===== src/rtl/wm_pkg.sv =====
// wm_pkg: shared sequencer state codes, water-select bits and phase encoding
package wm_pkg;

    typedef enum logic [2:0] {
        S_OFF, S_IDLE, S_WASH_FILL, S_WASH_AGITATE,
        S_WASH_SPIN, S_RINSE_FILL, S_RINSE_AGITATE, S_RINSE_SPIN
    } seq_state_t;

    localparam int W_HOT  = 1;
    localparam int W_COLD = 0;

    typedef enum logic [2:0] {
        P_IDLE, P_FILL, P_AGITATE, P_DRAIN, P_SPIN, P_DONE, P_FAULT
    } phase_t;

    function automatic phase_t entry_phase(input logic [2:0] s);
        return (s == S_WASH_FILL    || s == S_RINSE_FILL)    ? P_FILL    :
               (s == S_WASH_AGITATE || s == S_RINSE_AGITATE) ? P_AGITATE :
               (s == S_WASH_SPIN    || s == S_RINSE_SPIN)    ? P_DRAIN   : P_IDLE;
    endfunction

endpackage


===== src/rtl/wm_phase_timer.sv =====
// wm_phase_timer: saturating phase counter with pause and terminal-count flags
module wm_phase_timer #(
    parameter int FILL_TIMEOUT   = 200,
    parameter int AGITATE_CYCLES = 100,
    parameter int REV_PERIOD     = 10,
    parameter int SPIN_CYCLES    = 60,
    parameter int CNT_W          = 16
) (
    input  logic clk,
    input  logic rst_n,
    input  logic clr,
    input  logic en,
    output logic fill_tc,
    output logic agit_tc,
    output logic rev_tc,
    output logic spin_tc
);
    logic [CNT_W-1:0] cnt;
    logic [CNT_W-1:0] rev;

    // rev tracks cnt mod REV_PERIOD without a divider
    always_ff @(posedge clk or negedge rst_n) begin
        if (!rst_n) begin
            cnt <= '0;
            rev <= '0;
        end else if (clr) begin
            cnt <= '0;
            rev <= '0;
        end else if (en) begin
            cnt <= (&cnt) ? cnt : cnt + 1'b1;
            rev <= rev_tc ? '0 : rev + 1'b1;
        end
    end

    assign fill_tc = cnt == CNT_W'(FILL_TIMEOUT - 1);
    assign agit_tc = cnt == CNT_W'(AGITATE_CYCLES - 1);
    assign rev_tc  = rev == CNT_W'(REV_PERIOD - 1);
    assign spin_tc = cnt == CNT_W'(SPIN_CYCLES - 1);

endmodule


===== src/rtl/wm_phase_driver.sv =====
// wm_phase_driver: times wash phases and drives valves, pump, motor and door lock
module wm_phase_driver
    import wm_pkg::*;
#(
    parameter int FILL_TIMEOUT   = 200,
    parameter int AGITATE_CYCLES = 100,
    parameter int REV_PERIOD     = 10,
    parameter int SPIN_CYCLES    = 60,
    parameter int CNT_W          = 16
) (
    input  logic       clkorig,
    input  logic       power,
    input  logic [2:0] state_in,
    input  logic [1:0] water_in,
    input  logic       door,
    input  logic       level_full,
    input  logic       level_empty,
    output logic       hot_valve,
    output logic       cold_valve,
    output logic       drain_pump,
    output logic       motor_en,
    output logic       motor_dir,
    output logic       motor_fast,
    output logic       door_lock,
    output logic       phase_done,
    output logic       fault,
    output logic       busy
);
    phase_t     ph, ph_n;
    logic [2:0] prev, prev_n;
    logic       dir, dir_n;
    logic       clr, en, done_n, act, act_n, run_n;
    logic       fill_tc, agit_tc, rev_tc, spin_tc;

    wm_phase_timer #(
        .FILL_TIMEOUT(FILL_TIMEOUT), .AGITATE_CYCLES(AGITATE_CYCLES),
        .REV_PERIOD(REV_PERIOD), .SPIN_CYCLES(SPIN_CYCLES), .CNT_W(CNT_W)
    ) u_timer (
        .clk(clkorig), .rst_n(power), .clr(clr), .en(en),
        .fill_tc(fill_tc), .agit_tc(agit_tc), .rev_tc(rev_tc), .spin_tc(spin_tc)
    );

    always_comb begin
        ph_n   = ph;
        prev_n = prev;
        dir_n  = dir;
        clr    = 1'b0;
        en     = 1'b0;
        done_n = 1'b0;
        act    = ph inside {P_FILL, P_AGITATE, P_DRAIN, P_SPIN};
        if (ph == P_FAULT) begin
            if (state_in == S_OFF) begin
                ph_n   = P_IDLE;
                prev_n = state_in;
                clr    = 1'b1;
            end
        end else if (state_in != prev) begin
            prev_n = state_in;
            clr    = 1'b1;
            dir_n  = 1'b0;
            ph_n   = entry_phase(state_in);
            // a fill is decided on its entry edge when no water is selected or the tub is already full
            if (ph_n == P_FILL && water_in == 2'b00)
                ph_n = P_FAULT;
            else if (ph_n == P_FILL && level_full && !door) begin
                ph_n   = P_DONE;
                done_n = 1'b1;
            end
        end else if (act && !door) begin
            en = 1'b1;
            case (ph)
                P_FILL: begin
                    if (level_full) begin
                        ph_n   = P_DONE;
                        done_n = 1'b1;
                    end else if (fill_tc)
                        ph_n = P_FAULT;
                end
                P_AGITATE: begin
                    if (agit_tc) begin
                        ph_n   = P_DONE;
                        done_n = 1'b1;
                    end else if (rev_tc)
                        dir_n = !dir;
                end
                P_DRAIN: begin
                    if (level_empty) begin
                        ph_n = P_SPIN;
                        clr  = 1'b1;
                    end
                end
                P_SPIN: begin
                    if (spin_tc) begin
                        ph_n   = P_DONE;
                        done_n = 1'b1;
                    end
                end
                default: ;
            endcase
        end
        act_n = ph_n inside {P_FILL, P_AGITATE, P_DRAIN, P_SPIN};
        run_n = act_n && !door;
    end

    always_ff @(posedge clkorig or negedge power) begin
        if (!power) begin
            ph         <= P_IDLE;
            prev       <= '0;
            dir        <= 1'b0;
            hot_valve  <= 1'b0;
            cold_valve <= 1'b0;
            drain_pump <= 1'b0;
            motor_en   <= 1'b0;
            motor_dir  <= 1'b0;
            motor_fast <= 1'b0;
            door_lock  <= 1'b0;
            phase_done <= 1'b0;
            fault      <= 1'b0;
            busy       <= 1'b0;
        end else begin
            ph         <= ph_n;
            prev       <= prev_n;
            dir        <= dir_n;
            hot_valve  <= run_n && ph_n == P_FILL && water_in[W_HOT];
            cold_valve <= run_n && ph_n == P_FILL && water_in[W_COLD];
            drain_pump <= run_n && (ph_n == P_DRAIN || ph_n == P_SPIN);
            motor_en   <= run_n && (ph_n == P_AGITATE || ph_n == P_SPIN);
            motor_dir  <= run_n && ph_n == P_AGITATE && dir_n;
            motor_fast <= run_n && ph_n == P_SPIN;
            door_lock  <= run_n;
            phase_done <= done_n;
            fault      <= ph_n == P_FAULT;
            busy       <= act_n;
        end
    end

endmodule


===== config.mk =====
export PLATFORM = sky130hd
export DESIGN_NAME = wm_phase_driver
export DESIGN_NICKNAME = d
export VERILOG_FILES = /design/src/rtl/wm_pkg.sv /design/src/rtl/wm_phase_timer.sv /design/src/rtl/wm_phase_driver.sv
export SDC_FILE = /design/constraint.sdc
export NUM_CORES = 1
export LEC_CHECK = 0
export ABC_CLOCK_PERIOD_IN_PS = 4150
export CORE_ASPECT_RATIO = 0.5
export CORE_MARGIN = 2
export CORE_UTILIZATION = 35
export CTS_CLUSTER_SIZE = 14
export DETAILED_ROUTE_END_ITERATION = 12
export SLEW_MARGIN = 20
export SYNTH_ARGS = -nofsm -noshare
export SYNTH_HDL_FRONTEND = slang
export SYNTH_SLANG_ARGS = --single-unit

===== constraint.sdc =====
create_clock -name clkorig -period 4.15 [get_ports clkorig]
set_input_delay 0.415 -clock clkorig [delete_from_list [all_inputs] [get_ports clkorig]]
set_output_delay 0.415 -clock clkorig [all_outputs]
set_load 0.1 [all_outputs]

Yosys cells after proc, flatten, opt, wreduce, memory -nomap -nowiden
Cells that the tools add are included.
Widths: inputs -> output; s select.
{"block": "classes", "n_addsub": 2, "n_eq_ne": 24, "muxes": 48, "n_reduce_logical": 29}
{"op": "$mux 16", "count": 6}
{"op": "$mux 3", "count": 14}
{"op": "$add 16x1->16 const B", "count": 2}
{"op": "$eq 3x3->1 const B", "count": 8}
{"op": "$mux 1", "count": 23}
{"op": "$eq 3x2->1 const B", "count": 6}
{"op": "$eq 16x4->1 const B", "count": 1}
{"op": "$eq 16x6->1 const B", "count": 1}
{"op": "$eq 16x7->1 const B", "count": 1}
{"op": "$eq 16x8->1 const B", "count": 1}
{"op": "$reduce_and 16->1", "count": 1}
{"op": "$logic_and 1x1->1", "count": 13}
{"op": "$pmux 3 s4", "count": 1}
{"op": "$reduce_bool 4->1", "count": 2}
{"op": "$eq 3x1->1 const B", "count": 2}
{"op": "$mux 2", "count": 3}
{"op": "$logic_or 1x1->1", "count": 5}
{"op": "$reduce_and 2->1", "count": 2}
{"op": "$reduce_bool 2->1", "count": 2}
{"op": "$logic_not 3->1", "count": 1}
{"op": "$ne 3x3->1", "count": 1}
{"op": "$pmux 1 s3", "count": 1}
{"op": "$eq 2x1->1 const B", "count": 1}
{"op": "$logic_not 1->1", "count": 2}
{"op": "3 further kinds", "count": 3}
{"block": "totals", "ff_bits": 49, "input_bits": 10, "out_inout_bits": 10, "elab_cells": 118}

Depth between registers and ports, before layout
Gate-level depths: netlist of run 1.
{"block": "logic_depth", "ltp_word": 17, "ltp_mapped": 10, "depth_no_buf": 9}

Cells and area by module
Synthesis of run 1 repeated with hierarchy kept, for this count alone.
{"block": "hier_totals", "cells_unflattened": 318, "hier_area_um2": 3046.7}
{"module": "wm_phase_timer", "instances": 1, "cells_each": 196, "area_per_inst_um2": 1844.3, "seq_area_each_um2": 800.8}
{"module": "wm_phase_driver", "instances": 1, "cells_each": 122, "area_per_inst_um2": 1202.4, "seq_area_each_um2": 425.4}

Worst setup path after synthesis of run 1
OpenSTA, ideal clock, no wires.
{"block": "synth_path", "path_type": "input-to-reg", "from": "input state_in[2]", "to": "register drain_pump", "setup_ns": 0.095, "t_arrival_ns": 2.075, "t_required_ns": 4.055, "slack_ns": 1.980, "cell_stages": 7, "n_path_buf": 1, "cell_sequence": "buf_2 xor2_1 or3_4 o311ai_2 a21oi_2 or4b_1 o31ai_1"}
{"block": "synth_between", "elab_chain_len": 16, "word_cells_on_any_way": 31, "classes_between": "12 x eq/ne; 8 x mux; 11 x reduce/logical"}
{"item": "start: declaration", "line": "wm_phase_driver.sv:13", "rtl": "input logic [2:0] state_in,"}
{"item": "$eq 3x3->1", "line": "wm_pkg.sv:19", "rtl": "(s == S_WASH_SPIN || s == S_RINSE_SPIN) ? P_DRAIN : P_IDLE;"}
{"item": "$logic_or 1x1->1", "line": "wm_pkg.sv:19"}
{"item": "$mux 2", "line": "wm_pkg.sv:19"}
{"item": "$mux 2", "line": "wm_pkg.sv:18", "rtl": "(s == S_WASH_AGITATE || s == S_RINSE_AGITATE) ? P_AGITATE :"}
{"item": "$mux 2", "line": "wm_pkg.sv:17", "rtl": "return (s == S_WASH_FILL || s == S_RINSE_FILL) ? P_FILL :"}
{"item": "$eq 2x1->1", "line": "wm_phase_driver.sv:63, wm_phase_driver.sv:65"}
{"item": "$logic_and 1x1->1 (2 in series)", "line": "wm_phase_driver.sv:65", "rtl": "else if (ph_n == P_FILL && level_full && !door) begin"}
{"item": "$mux 3", "line": "wm_phase_driver.sv:65"}
{"item": "$mux 3", "line": "wm_phase_driver.sv:63", "rtl": "if (ph_n == P_FILL && water_in == 2'b00)"}
{"item": "$mux 3", "line": "wm_phase_driver.sv:57", "rtl": "end else if (state_in != prev) begin"}
{"item": "$mux 3 *", "line": "wm_phase_driver.sv:51", "rtl": "if (ph == P_FAULT) begin"}
{"item": "via ph_n[2]", "line": "wm_phase_driver.sv:29", "rtl": "phase_t ph, ph_n;"}
{"item": "$eq 3x1->1, or another cell as far along", "line": "wm_phase_driver.sv:101", "rtl": "act_n = ph_n inside {P_FILL, P_AGITATE, P_DRAIN, P_SPIN};"}
{"item": "$reduce_bool 4->1", "line": "wm_phase_driver.sv:101"}
{"item": "$logic_and 1x1->1", "line": "wm_phase_driver.sv:102", "rtl": "run_n = act_n && !door;"}
{"item": "$logic_and 1x1->1 *", "line": "wm_phase_driver.sv:126", "rtl": "drain_pump <= run_n && (ph_n == P_DRAIN || ph_n == P_SPIN);"}
{"item": "end signal: assignment", "line": "wm_phase_driver.sv:126"}
{"item": "end: declaration", "line": "wm_phase_driver.sv:20", "rtl": "output logic drain_pump,"}
The timed path passes the listed nets; every way through them passes the cells marked *.
A chain may end at the register's enable or synchronous reset.

Worst setup path in the final report of run 1
{"block": "layout_path", "from": "input state_in[1]", "to": "register u_timer.cnt[15]"}
{"block": "layout_between", "elab_chain_len": 5, "word_cells_on_any_way": 11, "classes_between": "2 x eq/ne; 6 x mux; 3 x reduce/logical"}
{"item": "$ne 3x3->1 / $logic_not 3->1 (equally long branches)", "line": "wm_phase_driver.sv:57, wm_phase_driver.sv:52"}
{"item": "$mux 1 (on tied branches)", "line": "wm_phase_driver.sv:57, wm_phase_driver.sv:52"}
{"item": "$mux 1", "line": "wm_phase_driver.sv:51"}
{"item": "$ne 2x2->1 (no line) / $reduce_bool 2->1 (equally long branches)"}
{"item": "$reduce_and 2->1 (no line)"}
{"item": "end signal: assignment", "line": "wm_phase_timer.sv:30", "rtl": "cnt <= (&cnt) ? cnt : cnt + 1'b1;"}
{"item": "end: declaration", "line": "wm_phase_timer.sv:18", "rtl": "logic [CNT_W-1:0] cnt;"}
Several ways; a longest one is shown, not always the timed one.

==> out/metrics.cfg, run 1 <==
[run_status]
status=finished, final reports clean

[logic_synthesis]
synth_fa_ha_area_share_pct=1.312
synth_top_cell_by_area=dfrtp_1
synth_top_family_by_area=simple AND/OR/NAND/NOR gates
syn-instance-count=301
synth_area_leaders=dfrtp_1 43%, nor2_1 5.6%, xor2_1 4.0%, xnor2_1 3.4%, o21ai_0 2.4%
ys_ff_latch=49
yosys.area_share.simple_pct=27.73
synth_area_mm2=0.002860
ys_seq_area_share_pct=42.87
synthArstFlopShare_pct=100.0
ys_warn_count=0
synth-main-ff-cell=dfrtp_1
synth_top_area_share_pct=42.87
synth_xor_area_share_pct=7.918
synth_cell_types=64
syn_area_per_cell_um2=9.502
synthMuxAreaShare_pct=1.137
synth_nets=314
synth_edf_count=0
synth_compound_area_share_pct=14.39

[place]
io_buffers=19
routabilityCongestion=0.9108
dp_cells=420
dp_hpwl_um=4230

[detailed_routing]
drt_wl_total_um=5892
wl_per_cell_um=13.77
postRouteAntennaNets=0
drtIter0Drc=124
drc=0
drt-pass1-iter-count=4
vias_per_cell=5.145
num_vias=2202

[critical_path]
r2r-start=ph[2]
cp_num_buf_inv=1
path_class=in2reg
reg2reg_slack_ns=1.52
critPathMaxFanout=11
cp_cell_sequence=clkdlybuf4s50_1 -> xor2_2 -> nor3_2 -> nand2_1 -> or4_1 -> nor4_2 -> xnor2_1 -> nor2_1
r2r-end=u_timer.rev[11]
cp.required_ns=4.28
slowest_delay_ns=0.69
critPathSlowestCell=or4_1
arrival_ns=3.13
worstRegToRegCells=7
crit_family=simple AND/OR/NAND/NOR gates
worstSetupEndpointType=flop
start_kind=input port

[floorplan]
num_rows=23
io_pins=20
die_h_um=67.92
core_area_mm2=0.007971
dieArea_mm2=0.008955
start_util_pct=35.88
die_w_um=131.8

[grt]
antenna_found_initial=0
grt_start_max_net_pins=50
track_usage_pct=13.82
grt_pass1_wl_um=10100
grt_pass1_vias=2082
overflow=0

[timing]
max_freq_mhz=334.0
finalSetupViolCount=0
timing.slew.headroom_pct=34.67
rsz0062_at_grt=false
fin_crit_sh_pct=72.14
tightest_slew_ns=0.9769
slew_viol_final=0
finalClockSkew_ns=0.008206
hold_violations=0
setup_tns_ns=0
final.min_clock_period_ns=2.994

[clocking]
postCtsHoldBufs=0
cts_root_buf=clkbuf_16
htreeDepth=2
worstSkewPairLatency_ns=0.29
tritoncts=built
cts_buffers=5
clock_path_buffers=2
post_cts_buffers=0
cts.repair.resized=0
cts_sinks=49
clkTransAtPathRegs_ns=0.07

[cells_and_area]
diodes=0
layout.cells.non_filler=428
final_cell_mix=49 x dfrtp_1, 43 x nor2_1, 18 x clkdlybuf4s50_1, 17 x nand2_1, 14 x o21ai_0
drive_gt1_share_pct=9.494
area_delta_synth_final_pct=13.65
final_nets=328
final_common_cell=dfrtp_1

[pwr]
p_leak_nw=1.259
power_density_mw_per_mm2=489.1
ir_drop_uv=345.1

[flow_run]
drv_cap=0

[worst_hold_path]
hold_class=in2async

-- layout make-up --
| type | instances | area (µm²) |
|---|---|---|
| repair buffers | 19 | 187.7 |
| clock inverters | 3 | 21.27 |
| flip-flops and latches | 49 | 1226 |
| fillers | 770 | 4721 |
| multi-input cells | 227 | 1501 |
| inverters | 13 | 48.80 |
| well taps | 112 | 140.1 |
| clock buffers | 5 | 125.1 |
-- where the power goes --
group	total (W)	switching (W)	internal, W
combinational	0.000600	0.000427	0.000173
clock	0.000415	0.000190	0.000225
sequential	0.000575	0.0000504	0.000525
total	0.00159	0.000667	0.000923
-- sequential cells by signal (all words and copies together) (netlist names), 3 cells and up --
register,flops
prev,3
ph,3
u_timer.rev,16
u_timer.cnt,16
-- metal layers --
layer  part of all wire (%)  GRT usage [%]  vias up
met3                    3.7          3.111        2
li1                       -              -     1090
met1                     51          19.04     1059
met2                     45          23.10       51
met4                   0.46          2.038        0
met5                      0              0        -
-- kinds of logic after synthesis --
logic type               count (synthesis)
AND/OR/NAND/NOR                        139
buffers and inverters                   25
XOR/XNOR                                25
adder cells (fa/ha/maj)                  3
AO/OA/AOI/OAI                           57
multiplexers                             3
flip-flops                              49
-- how the worst max path moves through the flow --
| stage | cells past startpoint | to | start |
|---|---|---|---|
| after floorplan | 7 | drain_pump | state_in[2] |
| after global placement | 7 | u_timer.cnt[9] | state_in[1] |
| after detailed placement | 8 | u_timer.cnt[15] | state_in[1] |
| after CTS | 8 | u_timer.cnt[15] | state_in[1] |
| after global routing | 8 | u_timer.cnt[15] | state_in[1] |
| final | 8 | u_timer.cnt[15] | state_in[1] |
-- cell usage after synthesis, types with 6 or more instances --
cell type / n
a21oi_1: 12
dfrtp_1: 49
inv_1: 12
nand2_1: 17
nand3_1: 10
nor2_1: 43
nor2b_1: 6
o21ai_0: 14
or3_1: 10
xnor2_1: 11
xor2_1: 13
-- metrics by stage --
| step | hold WS (ns) | cell area (µm²) | utilization [%] | setup WS, ns | total power [W] |
|---|---|---|---|---|---|
| global placement | 0.5109 | 3102 | 38.91 | 0.9838 | 0.001178 |
| floorplan | 0.1194 | 2860 | - | 1.980 | 0.001073 |
| detailed placement | 0.5242 | 3102 | 38.91 | 0.8387 | 0.001184 |
| CTS | 0.3857 | 3248 | 40.75 | 1.153 | 0.001597 |
| finish | 0.1377 | 3251 | 40.78 | 1.156 | 0.001590 |
| global route | 0.1872 | 3251 | 40.78 | 0.9304 | 0.001668 |
-- worst register-to-register path, stage by stage (launching register included) --
cell     delay, ns
dfrtp_1       0.51
and3b_1       0.32
o31ai_1       0.17
o31a_1        0.78
o211a_1       0.35
nor2b_1       0.18
xnor2_1       0.13
nor2_1        0.05
Power figures use the tool's default switching activity.
==> run 2: changes to the inputs <==
--- a/config.mk
+++ b/config.mk
@@ -5,7 +5,7 @@
 export SDC_FILE = /design/constraint.sdc
 export NUM_CORES = 1
 export LEC_CHECK = 0
-export ABC_CLOCK_PERIOD_IN_PS = 4150
+export ABC_CLOCK_PERIOD_IN_PS = 3000
 export CORE_ASPECT_RATIO = 0.5
 export CORE_MARGIN = 2
 export CORE_UTILIZATION = 35
==> constraint.sdc (replaced) <==
create_clock -name clkorig -period 3 [get_ports clkorig]
set_input_delay 0.3 -clock clkorig [delete_from_list [all_inputs] [get_ports clkorig]]
set_output_delay 0.3 -clock clkorig [all_outputs]
set_load 0.1 [all_outputs]
==> run 2 against run 1 <==
Effect of this change:
- clock skew decreased by 0.0035 ns
- cell area increased by 2.2%
- routed wire length increased by 2.2%
- setup slack got worse by 0.69 ns
- first-iteration DRC count increased by 40%
==> out/metrics.cfg, run 2 (same netlist as run 1, synthesis figures left out) <==
[run_status]
status=finished, final reports clean  ; unchanged

[pwr]
combinationalPowerShare_pct=37.4  ; was 37.7%
power_density_mw_per_mm2=701.4  ; was 489.1 mW/mm²
p_int_w=0.001414  ; was 0.0009230 W
p_switching_w=0.0009157  ; was 0.0006670 W
p_clk_share_pct=28.5  ; was 26.1%
seqPwrFrac_pct=34.1  ; was 36.2%
p_leak_nw=1.313  ; was 1.259 nW
swShare_pct=39.30  ; was 41.95%
ir_drop_uv=311.6  ; was 345.1 µV

[worst_hold_path]
hold_class=in2async  ; unchanged

[grt]
grt_pass1_wl_um=10490  ; was 10100 µm
grt_start_max_net_pins=50  ; unchanged
overflow=0  ; unchanged
antenna_found_initial=0  ; unchanged
grt_pass1_vias=2195  ; was 2082
track_usage_pct=14.88  ; was 13.82%

[timing]
timing.slew.headroom_pct=34.90  ; was 34.67%
finalSetupViolCount=0  ; unchanged
max_freq_mhz=394.9
rsz0062_at_grt=false  ; unchanged
whs_ns=0.02127  ; was 0.1377 ns
final.min_clock_period_ns=2.532
slew_viol_final=0  ; unchanged
setup_tns_ns=0  ; unchanged
tightest_slew_ns=0.9735  ; was 0.9769 ns
hold_violations=0  ; unchanged
finalClockSkew_ns=0.004749  ; was 0.008206 ns
fin_crit_sh_pct=84.40

[cells_and_area]
drive_gt1_share_pct=12.07  ; was 9.494%
final_cell_mix=49 x dfrtp_1, 43 x nor2_1, 17 x nand2_1, 15 x clkdlybuf4s50_1, 14 x o21ai_0  ; was 49 x dfrtp_1, 43 x nor2_1, 18 x clkdlybuf4s50_1, 17 x nand2_1, 14 x o21ai_0
n_fill_cell=798  ; was 770
final_nets=335  ; was 328
area_delta_synth_final_pct=16.14  ; was 13.65%
top_regs=u_timer.cnt: 16 flops, u_timer.rev: 16 flops  ; unchanged
final_common_cell=dfrtp_1  ; unchanged
diodes=0  ; unchanged
multi_input_area_mm2=0.001501  ; unchanged
regArea_mm2=0.001226  ; unchanged

[critical_path]
reg2reg_slack_ns=0.57  ; was 1.52 ns
critPathMaxFanout=9  ; was 11
r2r-end=drain_pump  ; was u_timer.rev[11]
arrival_ns=2.75  ; was 3.13 ns
worstSetupEndpointType=flop  ; unchanged
worstRegToRegCells=8  ; was 7
start_kind=input port  ; unchanged
path_class=in2reg  ; unchanged
r2r-start=u_timer.cnt[0]  ; was ph[2]
cp.required_ns=3.22  ; was 4.28 ns

[clocking]
cts.repair.resized=0  ; unchanged
worstSkewPairLatency_ns=0.29  ; about the same
postCtsHoldBufs=0  ; unchanged
post_cts_buffers=0  ; unchanged
clkTransAtPathRegs_ns=0.07  ; about the same
htreeDepth=2  ; unchanged
cts_root_buf=clkbuf_16  ; unchanged
clock_path_buffers=2  ; unchanged
tritoncts=built  ; unchanged
cts_sinks=49  ; unchanged
cts_buffers=5  ; unchanged

[detailed_routing]
wl_per_cell_um=13.84  ; was 13.77 µm
postRouteAntennaNets=0  ; unchanged
drtIter0Drc=174  ; was 124
drc=0  ; unchanged
drt_wl_total_um=6021  ; was 5892 µm
vias_per_cell=5.211  ; was 5.145
drt-pass1-iter-count=4  ; unchanged
num_vias=2267  ; was 2202

[place]
routabilityCongestion=0.9076  ; was 0.9108
io_buffers=19  ; unchanged
dp_hpwl_um=4415  ; was 4230 µm

[floorplan]
die_h_um=67.92  ; unchanged
die_w_um=131.8  ; unchanged
io_pins=20  ; unchanged
num_rows=23  ; unchanged
start_util_pct=35.88  ; unchanged
core_area_mm2=0.007971  ; unchanged
dieArea_mm2=0.008955  ; unchanged

[flow_run]
drv_cap=0  ; unchanged

run 2: cell count changes in the layout (fill, tap and decap cells not counted), sizes merged:
cell and delta:
clkinv -1, clkbuf +2, inv -1, clkdlybuf4s50 -3
buf +10, bufinv +1, clkinvlp -1
run 2: per-stage QoR:
stage	cell area, µm²	total power, W	setup slack, ns	std cells	util, %
finish	3322	0.002330	0.4680	435	41.67
global route	3322	0.002453	0.2365	435	41.67
CTS	3319	0.002355	0.4647	435	41.64
detailed placement	3147	0.001682	0.1717	427	39.48
global placement	3147	0.001665	0.2920	427	39.48
floorplan	2860	0.001484	0.8335	301	-
run 2: layer usage:
layer,share of wire [%],vias up,routed length [µm],global-route usage [%]
met5,0,-,0,0
met4,1.4,0,85,5.299
met3,4.7,7,280,3.556
met2,44,38,2656,24.28
met1,50,1109,2999,19.76
li1,-,1113,-,-
run 2: worst max path at each step:
stage / start / to / slack, ns / depth (start not counted)
finish: state_in[2] / u_timer.cnt[9] / 0.47 / 7
global route: u_timer.cnt[0] / hot_valve / 0.24 / 8
CTS: state_in[2] / u_timer.cnt[9] / 0.46 / 7
detailed placement: state_in[2] / u_timer.cnt[9] / 0.17 / 7
global placement: state_in[2] / u_timer.cnt[7] / 0.29 / 7
floorplan: u_timer.cnt[0] / drain_pump / 0.83 / 8
run 2: final cells by class:
class	instances	area share, %
Sequential cell	49	36.91
Timing Repair Buffer	26	7.006
Clock inverter	1	0.9040
Inverter	13	1.469
Multi-Input combinational cell	227	45.20
Tap cell	112	4.218
Clock buffer	7	4.294
run 2: power by group through the flow:
stage               sequential, W  combinational (W)  clock [W]
global route             0.000809           0.000944   0.000700
detailed placement       0.000808           0.000874          0
global placement         0.000806           0.000859          0
floorplan                 0.00101           0.000478          0
CTS                      0.000795           0.000876   0.000685
finish                   0.000795           0.000872   0.000663
run 2: worst max-delay path, stage by stage:
cell and delay (ns):
clkdlybuf4s50_1 0.52, xor2_1 0.23, nor3_2 0.30, nand2_1 0.16, or4_1 0.71, or3_1 0.37, a21oi_1 0.16
==> run 3: changes to the inputs <==
--- a/config.mk
+++ b/config.mk
@@ -5,7 +5,7 @@
 export SDC_FILE = /design/constraint.sdc
 export NUM_CORES = 1
 export LEC_CHECK = 0
-export ABC_CLOCK_PERIOD_IN_PS = 3000
+export ABC_CLOCK_PERIOD_IN_PS = 2000
 export CORE_ASPECT_RATIO = 0.5
 export CORE_MARGIN = 2
 export CORE_UTILIZATION = 35
==> constraint.sdc (replaced) <==
create_clock -name clkorig -period 2 [get_ports clkorig]
set_input_delay 0.2 -clock clkorig [delete_from_list [all_inputs] [get_ports clkorig]]
set_output_delay 0.2 -clock clkorig [all_outputs]
set_load 0.1 [all_outputs]
==> run 3 against run 2 <==
Effect of this change:
- non-clock buffer count increased by 76
- register-to-register slack got worse by 0.94 ns
- critical path type is now reg2reg
- sequential cell count unchanged
- cell area increased by 30%
- setup slack got worse by 0.84 ns
- clock skew increased by 0.0027 ns
- the run now ends with negative setup slack left
- via count increased by 18%
- final cell count increased by 18%
- hold slack improved by 0.36 ns
==> out/metrics.cfg, run 3 (same netlist as run 1, synthesis figures left out) <==
[run_status]
status=finished with violations  ; was finished, final reports clean
violations=negative setup slack

[cells_and_area]
diodes=0  ; unchanged
final_common_cell=buf_4  ; was dfrtp_1
final_area_mm2=0.004310  ; was 0.003322 mm²
area_delta_synth_final_pct=50.70  ; was 16.14%
n_fill_cell=693  ; was 798
drive_gt1_share_pct=43.00  ; was 12.07%
top_regs=u_timer.cnt: 16 flops, u_timer.rev: 16 flops  ; unchanged
final_cell_mix=73 x buf_4, 49 x dfrtp_1, 36 x nor2_1, 17 x buf_6  ; was 49 x dfrtp_1, 43 x nor2_1, 17 x nand2_1, 15 x clkdlybuf4s50_1, 14 x o21ai_0
final_nets=412  ; was 335

[detailed_routing]
drt_wl_total_um=7928  ; was 6021 µm
wl_per_cell_um=15.48  ; was 13.84 µm
vias_per_cell=5.215  ; was 5.211
drtIter0Drc=119  ; was 174
postRouteAntennaNets=0  ; unchanged
num_vias=2670  ; was 2267
drc=0  ; unchanged
drt-pass1-iter-count=4  ; unchanged

[timing]
worst_slack_ns=-0.3744  ; was 0.4680 ns
final.min_clock_period_ns=2.374
slew_viol_final=0  ; unchanged
fin_crit_sh_pct=118.7
timing.slew.headroom_pct=69.74  ; was 34.90%
finalClockSkew_ns=0.007467  ; was 0.004749 ns
tightest_slew_ns=0.4538  ; was 0.9735 ns
max_freq_mhz=421.2
hold_violations=0  ; unchanged
rsz0062_at_grt=true  ; was false
finalSetupViolCount=34  ; was 0

[grt]
grt_start_max_net_pins=22  ; was 50
track_usage_pct=18.26  ; was 14.88%
grt_pass1_wl_um=12980  ; was 10490 µm
antenna_found_initial=0  ; unchanged
grt_pass1_vias=2756  ; was 2195
overflow=0  ; unchanged

[pwr]
p_leak_nw=1.834  ; was 1.313 nW
combinationalPowerShare_pct=50.0  ; was 37.4%
p_clk_share_pct=23.3  ; was 28.5%
p_switching_w=0.001673  ; was 0.0009157 W
ir_drop_uv=699.5  ; was 311.6 µV
power_density_mw_per_mm2=999.0  ; was 701.4 mW/mm²
swShare_pct=38.85  ; was 39.30%
p_int_w=0.002633  ; was 0.001414 W
seqPwrFrac_pct=26.7  ; was 34.1%

[clocking]
clock_path_buffers=2  ; unchanged
cts_sinks=49  ; unchanged
htreeDepth=2  ; unchanged
worstSkewPairLatency_ns=0.30  ; was 0.29 ns
cts_root_buf=clkbuf_16  ; unchanged
clkTransAtPathRegs_ns=0.07  ; about the same
cts_buffers=5  ; unchanged
tritoncts=built  ; unchanged

[critical_path]
critPathMaxFanout=4  ; was 9
arrival_ns=2.56  ; was 2.75 ns
cp.required_ns=2.19  ; was 3.22 ns
start_kind=flop  ; was input port
worstSetupEndpointType=flop  ; unchanged
path_class=reg2reg  ; was in2reg

[place]
io_buffers=19  ; unchanged
place_ws_ns=-0.7519  ; was 0.1717 ns
dp_hpwl_um=5360  ; was 4415 µm
routabilityCongestion=0.8265  ; was 0.9076
place_area_mm2=0.003575  ; was 0.003147 mm²

[floorplan]
die_w_um=131.8  ; unchanged
die_h_um=67.92  ; unchanged
num_rows=23  ; unchanged
start_util_pct=35.88  ; unchanged
io_pins=20  ; unchanged
core_area_mm2=0.007971  ; unchanged
dieArea_mm2=0.008955  ; unchanged

[flow_run]
drv_cap=0  ; unchanged

[worst_hold_path]
hold_class=in2async  ; unchanged

run 3: what timing repair did:
item / in CTS / in global routing
setup endpoints to repair: 38 / 45
gates resized for setup: 65 / 29
setup buffers: 12 / 8
pin swaps: 25 / 16
endpoints found under the hold margin: 18 / 0
gates cloned: 2 / 0
hold buffers: 1 / 0
run 3: routing by layer:
metal | wire length, µm | track usage [%] | up-vias
met4 | 167 | 7.337 | 0
met2 | 3974 | 33.31 | 51
met3 | 294 | 3.333 | 21
met5 | 0 | 0 | -
li1 | - | - | 1263
met1 | 3492 | 22.14 | 1335
run 3: power by group through the flow:
stage               Sequential [W]  Combinational [W]  Clock (W)
global route               0.00116            0.00227    0.00106
CTS                        0.00115            0.00204    0.00102
finish                     0.00115            0.00215    0.00100
floorplan                  0.00151           0.000730          0
global placement           0.00115            0.00165          0
detailed placement         0.00116            0.00167          0
run 3: critical path, cell delays in order, from the launching register on:
cell,delay [ns]
dfrtp_1,0.43
buf_4,0.18
or3b_1,0.40
o32ai_4,0.35
o21bai_1,0.16
o211a_2,0.16
or4b_1,0.51
o31ai_1,0.09
run 3: layout make-up:
type | instances | area [µm²] | area share [%]
timing repair buffer | 102 | 885.9 | 20.55
sequential | 49 | 1226 | 28.45
inverter | 13 | 51.30 | 1.190
tap | 112 | 140.1 | 3.251
multi-input combinational | 228 | 1834 | 42.55
clock buffer | 7 | 142.6 | 3.309
clock inverter | 1 | 30.03 | 0.6967
run 3: final timing paths:
path / startpoint / endpoint / slack [ns] / cells after the start
max: ph[2] / drain_pump / -0.37 / 7
min: power / u_timer.rev[0] / 0.38 / 2
max reg2reg: ph[2] / drain_pump / -0.37 / 7
min reg2reg: u_timer.rev[0] / u_timer.rev[0] / 0.54 / 1
max in group asynchronous: power / u_timer.cnt[14] / 0.97 / 3
min in group clkorig: state_in[2] / prev[2] / 0.41 / 3
run 3: metrics by stage:
step	hold WS (ns)	setup TNS, ns	power (W)	utilization, %	cells
final	0.3803	-5.727	0.004306	54.07	512
after global routing	0.4276	-8.536	0.004492	54.07	512
after CTS	0.3985	-4.052	0.004202	51.94	505
after detailed placement	0.1792	-19.89	0.002836	44.84	483
after global placement	0.1664	-16.83	0.002802	44.84	483
after floorplan	-0.09559	-0.2975	0.002240	-	301
